## src/rtl/contador_garrafas_if.sv

```systemverilog
// Conveyor-side signal bundle for contador_garrafas.
// The master drives sensor/quality/halt inputs; the slave returns count and status.
interface contador_garrafas_if;
    logic       sensor;
    logic       reject;
    logic       halt;
    logic [3:0] count;
    logic       bottle;
    logic       dozen;
    logic       ready;
    logic       overrun;
    logic [7:0] total_reject;

    modport master (
        output sensor, reject, halt,
        input  count, bottle, dozen, ready, overrun, total_reject
    );

    modport slave (
        input  sensor, reject, halt,
        output count, bottle, dozen, ready, overrun, total_reject
    );
endinterface

```

## src/rtl/contador_garrafas.sv

```systemverilog
// Bottle sensor conditioning and modulo-dozen counter feeding the dozen counter.
// A dozen that completes while downstream is halted is held in PENDING until halt drops.
module contador_garrafas #(
    parameter int unsigned DEBOUNCE   = 4,
    parameter int unsigned DOZEN_SIZE = 12
) (
    input  logic                clock,
    input  logic                reset,
    contador_garrafas_if.slave  bus
);

    localparam logic [3:0] DB_LAST  = 4'(DEBOUNCE - 1);
    localparam logic [3:0] CNT_LAST = 4'(DOZEN_SIZE - 1);

    typedef enum logic {RUN, PENDING} state_t;

    logic       s1, s2, filt, filt_q;
    logic [3:0] dcnt;
    logic       ev, good, rej;

    state_t     state;
    logic [3:0] count;
    logic       bottle, dozen, ready, overrun;
    logic [7:0] total_reject;

    // Synchronizer and debounce: filt flips only after DEBOUNCE consecutive differing samples.
    always_ff @(posedge clock or posedge reset) begin
        if (reset) begin
            s1     <= 1'b0;
            s2     <= 1'b0;
            filt   <= 1'b0;
            filt_q <= 1'b0;
            dcnt   <= '0;
        end else begin
            s1     <= bus.sensor;
            s2     <= s1;
            filt_q <= filt;
            if (s2 != filt) begin
                if (dcnt == DB_LAST) begin
                    filt <= s2;
                    dcnt <= '0;
                end else begin
                    dcnt <= dcnt + 4'd1;
                end
            end else begin
                dcnt <= '0;
            end
        end
    end

    assign ev   = filt & ~filt_q;
    assign good = ev & ~bus.reject;
    assign rej  = ev & bus.reject;

    always_ff @(posedge clock or posedge reset) begin
        if (reset) begin
            state        <= RUN;
            count        <= '0;
            bottle       <= 1'b0;
            dozen        <= 1'b0;
            ready        <= 1'b1;
            overrun      <= 1'b0;
            total_reject <= '0;
        end else begin
            bottle <= 1'b0;
            dozen  <= 1'b0;
            if (rej && total_reject != 8'hFF)
                total_reject <= total_reject + 8'd1;
            case (state)
                RUN: begin
                    if (good) begin
                        bottle <= 1'b1;
                        if (count != CNT_LAST) begin
                            count <= count + 4'd1;
                        end else if (!bus.halt) begin
                            count <= '0;
                            dozen <= 1'b1;
                        end else begin
                            state <= PENDING;
                            ready <= 1'b0;
                        end
                    end
                end
                PENDING: begin
                    // Releasing the held dozen and accepting a same-cycle bottle happen together.
                    if (!bus.halt) begin
                        dozen <= 1'b1;
                        state <= RUN;
                        ready <= 1'b1;
                        if (good) begin
                            bottle <= 1'b1;
                            count  <= 4'd1;
                        end else begin
                            count  <= '0;
                        end
                    end else if (good) begin
                        overrun <= 1'b1;
                    end
                end
                default: state <= RUN;
            endcase
        end
    end

    assign bus.count        = count;
    assign bus.bottle       = bottle;
    assign bus.dozen        = dozen;
    assign bus.ready        = ready;
    assign bus.overrun      = overrun;
    assign bus.total_reject = total_reject;

endmodule

```

## src/flat_wrapper.sv

```systemverilog
// flat-port wrapper written by rule: the top's interface ports become plain ports
module contador_garrafas_flat 
#(
    parameter int unsigned DEBOUNCE   = 4,
    parameter int unsigned DOZEN_SIZE = 12
)
  (clock, reset, bus_sensor, bus_reject, bus_halt, bus_count, bus_bottle, bus_dozen, bus_ready, bus_overrun, bus_total_reject);
  contador_garrafas_if bus_i ();
  input  logic clock;
  input  logic reset;
  input wire logic [$bits(bus_i.sensor)-1:0] bus_sensor;
  input wire logic [$bits(bus_i.reject)-1:0] bus_reject;
  input wire logic [$bits(bus_i.halt)-1:0] bus_halt;
  output wire logic [$bits(bus_i.count)-1:0] bus_count;
  output wire logic [$bits(bus_i.bottle)-1:0] bus_bottle;
  output wire logic [$bits(bus_i.dozen)-1:0] bus_dozen;
  output wire logic [$bits(bus_i.ready)-1:0] bus_ready;
  output wire logic [$bits(bus_i.overrun)-1:0] bus_overrun;
  output wire logic [$bits(bus_i.total_reject)-1:0] bus_total_reject;
  assign bus_i.sensor = bus_sensor;
  assign bus_i.reject = bus_reject;
  assign bus_i.halt = bus_halt;
  assign bus_count = bus_i.count;
  assign bus_bottle = bus_i.bottle;
  assign bus_dozen = bus_i.dozen;
  assign bus_ready = bus_i.ready;
  assign bus_overrun = bus_i.overrun;
  assign bus_total_reject = bus_i.total_reject;
  contador_garrafas #(.DEBOUNCE(DEBOUNCE), .DOZEN_SIZE(DOZEN_SIZE)) u_core (.clock(clock), .reset(reset), .bus(bus_i));
endmodule
```

## config.mk

```make
export PLATFORM = sky130hd
export DESIGN_NAME = contador_garrafas_flat
export DESIGN_NICKNAME = d
export VERILOG_FILES = /design/src/rtl/contador_garrafas_if.sv /design/src/rtl/contador_garrafas.sv /design/src/flat_wrapper.sv
export SDC_FILE = /design/constraint.sdc
export NUM_CORES = 1
export LEC_CHECK = 0
export ABC_AREA = 1
export CORE_ASPECT_RATIO = 0.6
export CORE_UTILIZATION = 40
export CTS_BUF_LIST = sky130_fd_sc_hd__clkbuf_4 sky130_fd_sc_hd__clkbuf_8 sky130_fd_sc_hd__clkbuf_16
export DETAILED_ROUTE_END_ITERATION = 8
export PLACE_DENSITY = 0.6
export SETUP_SLACK_MARGIN = 0.2
export SLEW_MARGIN = 10
export SYNTH_ARGS = -nofsm -noshare
export SYNTH_HDL_FRONTEND = slang
export SYNTH_SLANG_ARGS = --single-unit
```

## constraint.sdc

```tcl
create_clock -name clock -period 3 [get_ports clock]
set_input_delay 0.45 -clock clock [delete_from_list [all_inputs] [get_ports clock]]
set_output_delay 0.45 -clock clock [all_outputs]
set_load 0.05 [all_outputs]
```

# After elaboration in Yosys (flattened, before gate mapping)
# Cells that the tools add are included.
# classes
n_addsub	3
eq_ne	9
muxes	24
bitwise_logic	6
n_reduce_logical	5
# op_table
op	n
4-bit 2-to-1 mux	6
1-bit 2-to-1 mux	13
4-bit by 1-bit adder with 4-bit output, second input constant	2
8-bit by 1-bit adder with 8-bit output, second input constant	1
8-bit inequality test, second input constant	1
1-bit case mux with 2 select lines	4
4-bit case mux with 2 select lines	1
2-bit inequality test, second input constant	3
3-bit AND reduction	2
4-bit by 2-bit == test with 1-bit output, second input constant	1
4-bit inequality test, second input constant	1
4-bit AND reduction	1
1-bit bitwise AND	3
3-bit by 2-bit inequality test with 1-bit output, second input constant	1
1-bit inverter	3
2-bit by 1-bit inequality test with 1-bit output, second input constant	1
2-bit AND reduction	1
1-bit logical AND	1
1-bit inequality test	1
# totals
ff_bits	25
inputBits	5
output_inout_bits	16
elab_cells	59

# Logic depth before layout (Yosys ltp)
# logic_depth
depth_word	6
mapped_depth	7
mapped_depth_nobuf	7

# Least setup slack after synthesis
# OpenSTA, ideal clock, no wires.
# synth_path
kind	register to register
start	reg u_core.total_reject[0] (netlist: u_core.bus.total_reject[0])
end	reg u_core.total_reject[2] (netlist: u_core.bus.total_reject[2])
setup_time_ps	66
arrival_ps	1503
t_required_ps	2934
setup_slack_ps	1430
stages_incl_launch_ff	8
n_path_buf	0
synth_period_minus_slack_ps	1570
cell_sequence	dfrtp_1 -> ha_1 -> nand3_2 -> nor2_4 -> nand2_2 -> nand2_4 -> nand2_1 -> nand2_1
# synth_between
elab_chain_len	2
word_cells_on_any_way	3
classes_between	add/sub (1); eq/ne (1); reduce/logical (1)
# synth_rtl
element	line_no	rtl
start, declared	contador_garrafas.sv:24	logic [7:0] total_reject;
start signal, assigned	contador_garrafas.sv:68	total_reject <= total_reject + 8'd1;
parallel branches: the longest is 2 deep, another holds 8-bit by 1-bit adder with 8-bit output	n/a	
# Parallel ways; which one is timed is not known.
# A chain may end at the register's enable or synchronous reset.

# Worst setup path after layout
# layout_path
start	reg u_core.ready (netlist: u_core.bus.ready)
end	out bus_ready
# layout_lines
element	line_no	rtl
start, declared	contador_garrafas.sv:23	logic bottle, dozen, ready, overrun;
start signal, assigned	contador_garrafas.sv:61	ready <= 1'b1;
start signal, assigned	contador_garrafas.sv:80	ready <= 1'b0;
start signal, assigned	contador_garrafas.sv:89	ready <= 1'b1;
end, declared	flat_wrapper.sv:17	output wire logic [$bits(bus_i.ready)-1:0] bus_ready;
# No word-level cell between the ends.

==> impl_metrics.json <==
{
  "cts_tree": "built",
  "wl_per_cell_um": 11.0,
  "cts_sinks": 25,
  "cts_setup_buffers": 0,
  "grt_util_met1": 0.238,
  "syn_area_um2": 1250,
  "slowest_delay_ns": 0.79,
  "fillerInstances": 285,
  "critical_path.startpoint_type": "register",
  "pwr-share-seq": 0.406,
  "routed_wl_um": 2340,
  "placementRows": 15,
  "maxCapViolCount": 0,
  "setup_viol": 0,
  "netlist.area_leader.share": 0.482,
  "drc": 0,
  "reg_top3": "u_core.bus.total_reject (8), u_core.bus.count (4), u_core.dcnt (4)",
  "cts_buffers": 3,
  "finalCriticalPeriod_ns": 2.03,
  "fin_skew_ns": 0.00395,
  "antenna_cells": 0,
  "gp_congestion": 0.730,
  "start_util": 0.428,
  "design_area_um2": 1550,
  "ys_ff_latch": 25,
  "synth_area_per_cell_um2": 8.48,
  "cp_top_family": "buffers and inverters",
  "min_path_cells": 0,
  "fp.dieW_um": 74.1,
  "drt-pass1-iter-count": 4,
  "grt_max_degree": 26,
  "clockBufferDepth": 2,
  "yosys.area.top_type": "dfrtp_1",
  "outcome": "completed",
  "clk_root_buffer_cell": "clkbuf_8",
  "htree_levels": 1,
  "via_per_inst": 4.50,
  "num_vias": 958,
  "cp_num_buf_inv": 1,
  "end_kind": "primary output",
  "grt_antenna_before_repair": 0,
  "drive_above_1_share": 0.0819,
  "syn_to_final_growth_pct": 24.2,
  "tns_ns": 0,
  "switching_share": 0.441,
  "p_leak_nw": 0.776,
  "rsz0062_at_grt": "no",
  "p_per_area_nw_per_um2": 835,
  "ys_seq_area_frac": 0.503,
  "io_buffers": 20,
  "worstSetupPathType": "reg2out",
  "drt-initial-drc-count": 35,
  "cp_max_fo": 2,
  "slew_headroom": 0.380,
  "nets": 182,
  "use_met2": 0.240,
  "ctsResizeCount": 0,
  "grt_pass1_vias": 875,
  "setup_ws_ns": 0.965,
  "placedInstanceArea_um2": 1500,
  "synthDistinctLibCells": 22,
  "synth-main-ff-cell": "dfrtp_1",
  "regMostFlops": "u_core.bus.total_reject",
  "yosys.cell_count.top_type": "nand2_1",
  "synth-edff-count": 0,
  "tightestPinTransition_ns": 0.930,
  "finalHoldViolations": 0,
  "cp_slowest_cell": "clkdlybuf4s50_1",
  "synthArstFlopShare": 1.00,
  "cts_hold_buf": 0,
  "period_share": 0.678,
  "grt_use_total": 0.166,
  "yosysWarnings": 0,
  "post-place-ws_ns": 1.25,
  "combPwrFrac": 0.438,
  "synth_cells": 147,
  "p_int_w": 0.000722,
  "switchingPower_w": 0.000570,
  "grt_pass1_wl_um": 4000,
  "top_usage_layer": "met2",
  "clockPowerShare": 0.156,
  "clock_latency_ns": 0.26,
  "cp.required_ns": 2.55,
  "r2r_cells": 6,
  "cp_data_arrival_time_ns": 1.58,
  "synthTopCellsByCount": "nand2_1, dfrtp_1, inv_1, nor2_1, nand3_1",
  "fmax_mhz": 491,
  "peakVddDrop_mv": 0.346,
  "fin_util": 0.532,
  "die-height_um": 45.2,
  "synth_nets": 157,
  "cp_cell_sequence": "clkdlybuf4s50_1",
  "drtAntennaViolNets": 0,
  "worst-path-stages": 1,
  "synthTopCellsByArea": "dfrtp_1, nand2_1, inv_1",
  "core_area_um2": 2910,
  "die-area_um2": 3350,
  "io_pins": 21,
  "hold_path_class": "reg2reg",
  "clk_pin_slew_ns": 0.08,
  "largest_reg_flops": 8,
  "slew_viol_final": 0,
  "grt_use_met3": 0.0513,
  "place_hpwl_um": 1780,
  "grt_overflow_total": 0
}
## metrics by stage
step                      total power [W]  hold WS (ns)  std cells
after detailed placement          0.00110         0.347        209
after CTS                         0.00131         0.370        213
after floorplan                  0.000918         0.331        147
after global placement            0.00108         0.347        209
final                             0.00129         0.363        213
after global routing              0.00139         0.385        213
## cell families (layout without fill, tap and decap cells)
logic type,after synthesis,in the layout,synth area share
and+or+nand+nor,87,87,0.320
AOI/OAI and AO/OA,7,7,0.0331
adders and majority gates,5,5,0.0502
buffers and inverters,17,41,0.0512
xor gates and xnor gates,6,6,0.0422
DFF,25,25,0.503
## power by group through the flow
stage	clock, W	combinational, W	sequential [W]
5_1_grt	0.000227	0.000622	0.000540
6_report	0.000201	0.000566	0.000525
4_1_cts	0.000213	0.000572	0.000526
3_5_place_dp	0	0.000571	0.000531
3_3_place_gp	0	0.000558	0.000526
2_1_floorplan	0	0.000217	0.000701
## cell type report
type	instances	area, um2	share of cell area
clock buffers	4	48.8	0.0315
inverters	17	63.8	0.0412
multi-input cells	105	556	0.359
flip-flops and latches	25	627	0.405
well taps	42	52.6	0.0340
repair buffers	20	200	0.129
## routing by layer
| layer | part of all wire | wire length (um) | vias up |
|---|---|---|---|
| met2 | 0.42 | 992 | 12 |
| met3 | 0.019 | 45 | 2 |
| li1 | - | - | 511 |
| met4 | 0.010 | 24 | 0 |
| met5 | 0 | 0 | - |
| met1 | 0.55 | 1280 | 433 |
## placed cells by master, fill, tap and decap left out, types with 2 or more instances in the layout
cell type,instances
nand3_1,8
nand2_2,2
inv_1,17
clkdlybuf4s50_1,20
dfrtp_1,24
clkbuf_8,3
o21ai_1,2
ha_1,5
xor2_1,4
o21ai_0,2
nand2_1,54
nand4_1,6
xnor2_1,2
nor2_1,9
nand3_2,3
## final timing paths
kind / from / slack [ns] / endpoint
worst max-delay path: u_core.bus.ready / 0.97 / bus_ready
worst min-delay path: u_core.s1 / 0.36 / u_core.s2
worst max register to register: u_core.bus.total_reject[0] / 1.59 / u_core.bus.total_reject[5]
worst min register to register: u_core.s1 / 0.36 / u_core.s2
max in group asynchronous: reset / 1.73 / u_core.bus.total_reject[2]
min in group asynchronous: reset / 0.70 / u_core.s2
Power figures use the tool's default switching activity.
